## config.mk

```make
export PLATFORM = sky130hd
export DESIGN_NAME = fifo_wr_arbiter
export DESIGN_NICKNAME = d
export VERILOG_FILES = /design/src/rtl/fifo_wr_arbiter.sv
export SDC_FILE = /design/constraint.sdc
export NUM_CORES = 1
export LEC_CHECK = 0
export CORE_UTILIZATION = 36
export CTS_BUF_LIST = sky130_fd_sc_hd__clkbuf_4 sky130_fd_sc_hd__clkbuf_8
export CTS_CLUSTER_DIAMETER = 100
export DETAILED_ROUTE_END_ITERATION = 8
export PLACE_DENSITY_LB_ADDON = 0.2
export REMOVE_ABC_BUFFERS = 1
export SYNTH_ARGS = -nofsm -noshare
export SYNTH_HDL_FRONTEND = slang
export SYNTH_SLANG_ARGS = --single-unit
export TNS_END_PERCENT = 50
```

## constraint.sdc

```tcl
create_clock -name wclk -period 2.1 [get_ports wclk]
set_clock_uncertainty 0.15 [all_clocks]
set_input_delay 0.21 -clock wclk [delete_from_list [all_inputs] [get_ports wclk]]
set_output_delay 0.21 -clock wclk [all_outputs]
set_load 0.005 [all_outputs]
```

## src/rtl/fifo_wr_arbiter.sv

```systemverilog
// fifo_wr_arbiter: round-robin arbiter that shares the async-FIFO write port
// among N_REQ write-domain producers. Each grant covers a burst of up to
// MAX_BURST words. FIFO full stalls the burst without releasing the grant.
//
// Ports:
//   wclk, wrst      write clock, asynchronous active-high reset
//   req, din        per-producer request/valid and packed data
//                   (producer i at din[i*DATA_W +: DATA_W])
//   full            FIFO full from the write-pointer logic
//   ready           per-producer accept strobe (combinational)
//   gnt             registered one-hot grant, all zero when idle
//   wr_enable_fifo  FIFO write enable (combinational)
//   wr_data         FIFO write data (combinational mux on gnt)
//   busy            high while in the BURST state
//
// Optional build macro FIFO_WR_ARB_STATS_EN adds these ports:
//   stat_sel        selects the producer whose counter is read
//   stat_clr        synchronously clears all counters
//   stat_cnt        saturating count of words accepted from stat_sel
module fifo_wr_arbiter #(
   parameter int unsigned N_REQ     = 4,
   parameter int unsigned DATA_W    = 8,
   parameter int unsigned MAX_BURST = 4
) (
   input  logic                        wclk,
   input  logic                        wrst,
   input  logic [N_REQ-1:0]            req,
   input  logic [N_REQ*DATA_W-1:0]     din,
   input  logic                        full,
`ifdef FIFO_WR_ARB_STATS_EN
   input  logic [$clog2(N_REQ)-1:0]    stat_sel,
   input  logic                        stat_clr,
   output logic [15:0]                 stat_cnt,
`endif
   output logic [N_REQ-1:0]            ready,
   output logic [N_REQ-1:0]            gnt,
   output logic                        wr_enable_fifo,
   output logic [DATA_W-1:0]           wr_data,
   output logic                        busy
);

   localparam int unsigned PTR_W = $clog2(N_REQ);
   localparam int unsigned CNT_W = $clog2(MAX_BURST) + 1;

   typedef enum logic [0:0] {ST_IDLE, ST_BURST} state_e;

   state_e             state_q,     state_d;
   logic [N_REQ-1:0]   gnt_q,       gnt_d;
   logic [PTR_W-1:0]   last_ptr_q,  last_ptr_d;
   logic [CNT_W-1:0]   burst_cnt_q, burst_cnt_d;

   logic               pick_vld;
   logic [PTR_W-1:0]   pick_idx;
   logic [PTR_W-1:0]   cand;
   logic               own_req;
   logic               accept;
   logic               release_now;

   // Write-side strobes come straight from the registered grant.
   assign ready          = gnt_q & req & {N_REQ{~full}};
   assign wr_enable_fifo = |ready;
   assign accept         = wr_enable_fifo;
   assign own_req        = |(gnt_q & req);
   assign gnt            = gnt_q;
   assign busy           = (state_q == ST_BURST);

   // Data mux: gnt_q is one-hot or zero, so an AND-OR tree suffices.
   always_comb begin
      wr_data = '0;
      for (int unsigned i = 0; i < N_REQ; i++) begin
         if (gnt_q[i]) begin
            wr_data = wr_data | din[i*DATA_W +: DATA_W];
         end
      end
   end

   // Round-robin search from last_ptr+1; k == N_REQ lands on the current
   // owner, so it only wins again when nobody else is requesting.
   always_comb begin
      pick_vld = 1'b0;
      pick_idx = '0;
      cand     = '0;
      for (int unsigned k = 1; k <= N_REQ; k++) begin
         cand = PTR_W'((32'(last_ptr_q) + k) % N_REQ);
         if (!pick_vld && req[cand]) begin
            pick_vld = 1'b1;
            pick_idx = cand;
         end
      end
   end

   assign release_now = (accept && (burst_cnt_q == CNT_W'(MAX_BURST - 1))) || !own_req;

   // Next-state: grant on request in IDLE, re-arbitrate in place on release.
   always_comb begin
      state_d     = state_q;
      gnt_d       = gnt_q;
      last_ptr_d  = last_ptr_q;
      burst_cnt_d = burst_cnt_q;
      case (state_q)
         ST_IDLE: begin
            if (pick_vld) begin
               state_d     = ST_BURST;
               gnt_d       = {{(N_REQ-1){1'b0}}, 1'b1} << pick_idx;
               last_ptr_d  = pick_idx;
               burst_cnt_d = '0;
            end
         end
         ST_BURST: begin
            if (release_now) begin
               burst_cnt_d = '0;
               if (pick_vld) begin
                  gnt_d      = {{(N_REQ-1){1'b0}}, 1'b1} << pick_idx;
                  last_ptr_d = pick_idx;
               end else begin
                  state_d = ST_IDLE;
                  gnt_d   = '0;
               end
            end else if (accept) begin
               burst_cnt_d = burst_cnt_q + CNT_W'(1);
            end
         end
         default: begin
            state_d     = ST_IDLE;
            gnt_d       = '0;
            burst_cnt_d = '0;
         end
      endcase
   end

   // State registers.
   always_ff @(posedge wclk or posedge wrst) begin
      if (wrst) begin
         state_q     <= ST_IDLE;
         gnt_q       <= '0;
         last_ptr_q  <= PTR_W'(N_REQ - 1);
         burst_cnt_q <= '0;
      end else begin
         state_q     <= state_d;
         gnt_q       <= gnt_d;
         last_ptr_q  <= last_ptr_d;
         burst_cnt_q <= burst_cnt_d;
      end
   end

`ifdef FIFO_WR_ARB_STATS_EN
   logic [15:0] acc_cnt_q   [N_REQ];
   logic [15:0] acc_cnt_d   [N_REQ];
   logic [15:0] stall_cnt_q [N_REQ];
   logic [15:0] stall_cnt_d [N_REQ];

   // Saturating per-producer accept and full-stall counters.
   always_comb begin
      for (int unsigned i = 0; i < N_REQ; i++) begin
         acc_cnt_d[i]   = acc_cnt_q[i];
         stall_cnt_d[i] = stall_cnt_q[i];
         if (stat_clr) begin
            acc_cnt_d[i]   = '0;
            stall_cnt_d[i] = '0;
         end else begin
            if (ready[i] && (acc_cnt_q[i] != 16'hFFFF)) begin
               acc_cnt_d[i] = acc_cnt_q[i] + 16'd1;
            end
            if (gnt_q[i] && req[i] && full && (stall_cnt_q[i] != 16'hFFFF)) begin
               stall_cnt_d[i] = stall_cnt_q[i] + 16'd1;
            end
         end
      end
   end

   always_ff @(posedge wclk or posedge wrst) begin
      if (wrst) begin
         for (int unsigned i = 0; i < N_REQ; i++) begin
            acc_cnt_q[i]   <= '0;
            stall_cnt_q[i] <= '0;
         end
      end else begin
         for (int unsigned i = 0; i < N_REQ; i++) begin
            acc_cnt_q[i]   <= acc_cnt_d[i];
            stall_cnt_q[i] <= stall_cnt_d[i];
         end
      end
   end

   assign stat_cnt = acc_cnt_q[stat_sel];
`endif

endmodule

```

==> flow_summary.yaml <==
final_layout:
  postLayoutCoreUtil_pct: 74.45
  layout-drive-gt1-share_pct: 18.24
  mostFrequentLayoutCells: "clkdlybuf4s50_1, a22oi_1, nand2_1, buf_4, nor2_1"
  nNetsFinal: 201
  syn_to_final_growth_pct: 85.78
  n_antenna_cell: 0
  final_common_cell: "clkdlybuf4s50_1"
  fill_cells: 170
clocking:
  cts.clk_slew.worst_paths_ns: 0.06
  clockBufferDepth: 2
  cts-root-buf: "clkbuf_4"
  numClockSinks: 10
  cts.htree.levels: 1
  cts_tree: "built"
  cts_made_buffers: 3
  hold_buffers: 0
  post_cts_buffers: 0
  clock_latency_ns: 0.26
power_and_ir_drop:
  pwr-share-seq_pct: 26.0
  comb_power_share_pct: 62.2
  ir_drop_uv: 619.9
  p_switching_mw: 0.5044
  pwr_density_cell_mw_per_mm2: 930.2
  p_clk_share_pct: 11.8
  power_leakage_nw: 0.6270
  switching_share_pct: 35.67
  power.internal_mw: 0.9097
floorplanning:
  core_area_mm2: 0.002042
  fp.dieW_um: 49.68
  start_util_pct: 40.07
  fp.dieH_um: 49.68
  die-area_mm2: 0.002468
  pin_count: 57
  num_rows: 16
drt:
  dr_total_vias: 1017
  drt-total-wl_mm: 2.766
  firstDrtPassIters: 4
  wire_per_inst_um: 14.87
  first_iter_violations: 27
  route.detailed.drc: 0
  viasPerCell: 5.468
  ant_nets: 0
logic_synthesis:
  synth_area_leaders: "dfrtp_1, a22oi_1, dfstp_2"
  yosysSeqAreaShare_pct: 30.89
  syn_area_um2: 818.3
  yosysUniqueCellTypes: 29
  synth_cells: 92
  syn_area_per_cell_um2: 8.894
  yosysTopAreaCellShare_pct: 24.46
  yosys.area.top_type: "dfrtp_1"
  ys_warn_count: 0
  ys_ff_latch: 10
status:
  outcome: "complete, no violations"
sta:
  hold_ws_ns: 0.07681
  min_period_ns: 2.011
  setup_viol_count_final: 0
  setup_tns_ns: 0
  grt_setup_unrepaired: "no"
  max_freq_mhz: 497.2
  hold_viol_final: 0
  finalMaxSlewViolations: 0
  relSlewSlack_pct: 73.12
  tightest_slew_ns: 0.4025
  fin_crit_sh_pct: 95.77
global_routing:
  grt_pass1_wl_mm: 4.623
  grt_start_max_net_pins: 12
  gr-total-overflow: 0
  grtUsageTotal_pct: 24.45
  grt_pass1_vias: 1043
  grt_antenna_before_repair: 0
setup_path:
  worstSetupEndpointType: "output pin"
  cp_slowest_cell: "dfrtp_1"
  worstPathRequired_ns: 1.74
  rr_startpoint: "gnt[1]"
  crit_start: "gnt[1]"
  cp_cell_sequence: "buf_4, a22oi_1, nand2_1, clkdlybuf4s50_1"
  max_stage_delay_ns: 0.54
  critPathArrivalTime_ns: 1.65
  critPathKind: "flop to output pin"
  worstPathMaxFanout: 8
  setup.worst_path.start_class: "flop"
place:
  dp_hpwl_mm: 2.345
  globalplace.congestion: 0.7918
  port_buffers: 56
run:
  cap_viol_max_count: 0
worst_hold_path:
  hp-class: "input port to asynchronous set/reset pin"
-- cells in the mapped netlist (all sizes together) --
library cell / instances
inv: 7
nand2: 12
o32ai: 2
a31o: 2
nor2: 10
nand3: 2
o22ai: 3
nor4: 1
ha: 2
xnor2: 1
buf: 2
a32o: 2
o311ai: 1
a31oi: 4
o21ai: 1
nand2b: 3
dfstp: 2
mux2: 2
clkbuf: 3
a22oi: 17
dfrtp: 8
nor2b: 2
a21oi: 1
a21o: 2
-- stage by stage --
step / instances / worst slack (ns) / power [mW] / cell area, um2
after floorplan: 87 / 0.4845 / 0.7625 / 797.0
after global placement: 182 / 0.1759 / 1.211 / 1481
after detailed placement: 182 / 0.1301 / 1.246 / 1481
after CTS: 186 / 0.01951 / 1.419 / 1519
after global routing: 186 / 0.001890 / 1.518 / 1520
final: 186 / 0.08892 / 1.414 / 1520
-- metal layers --
layer | track usage, % | part of all wire, % | up-vias
li1 | - | - | 481
met1 | 27.59 | 40 | 485
met2 | 44.59 | 51 | 47
met3 | 7.099 | 8.9 | 4
met4 | 5.714 | 0.58 | 0
met5 | 0 | 0 | -
-- critical path: cells and delay by family (launching register included) --
family / cells / cell delay [ns]
compound gates: 1 / 0.06
buf+inv: 2 / 0.71
flops: 1 / 0.54
simple gates: 1 / 0.08
-- cells by family after synthesis --
| logic type | Yosys count | share of synthesized area [%] |
|---|---|---|
| muxes | 2 | 2.752 |
| and+or+nand+nor | 30 | 20.18 |
| AOI/OAI and AO/OA | 35 | 36.24 |
| DFF | 10 | 30.89 |
| xor gates and xnor gates | 1 | 1.071 |
| adders and majority gates | 2 | 3.058 |
| buffers and inverters | 12 | 5.811 |
-- flip-flops by register name (all words and copies together) (netlist names) --
name	count
busy	1
burst_cnt_q	3
gnt	4
last_ptr_q	2
-- area by class of cell --
cell class              count  area [um2]  area share, %
repair buffers             68       650.6          42.80
multi-input cells          70       518.0          34.07
flip-flops and latches     10       255.2          16.79
clock buffers               4       36.28          2.387
well taps                  27       33.78          2.222
inverters                   7       26.28          1.728
-- power groups by stage --
stage	Combinational (mW)	Sequential, mW	Clock, mW
after floorplan	0.400	0.362	0
after global placement	0.848	0.363	0
after detailed placement	0.880	0.366	0
after CTS	0.882	0.364	0.173
after global routing	0.958	0.380	0.181
final	0.880	0.368	0.167
-- timing repair --
action,in CTS,in global routing
endpoints found under the setup margin,1,4
gates resized for setup,1,1
pin swaps,0,0
-- path summary, 6_finish.rpt --
path / cells past startpoint / slack (ns) / to
min in group wclk: 2 / 0.36 / burst_cnt_q[2]
max in group asynchronous: 2 / 1.42 / last_ptr_q[0]
max reg2reg: 4 / 0.42 / last_ptr_q[1]
min: 2 / 0.08 / gnt[3]
min reg2reg: 2 / 0.36 / burst_cnt_q[2]
max: 4 / 0.09 / wr_data[5]
Note: power is estimated with default switching activity, not from simulation.
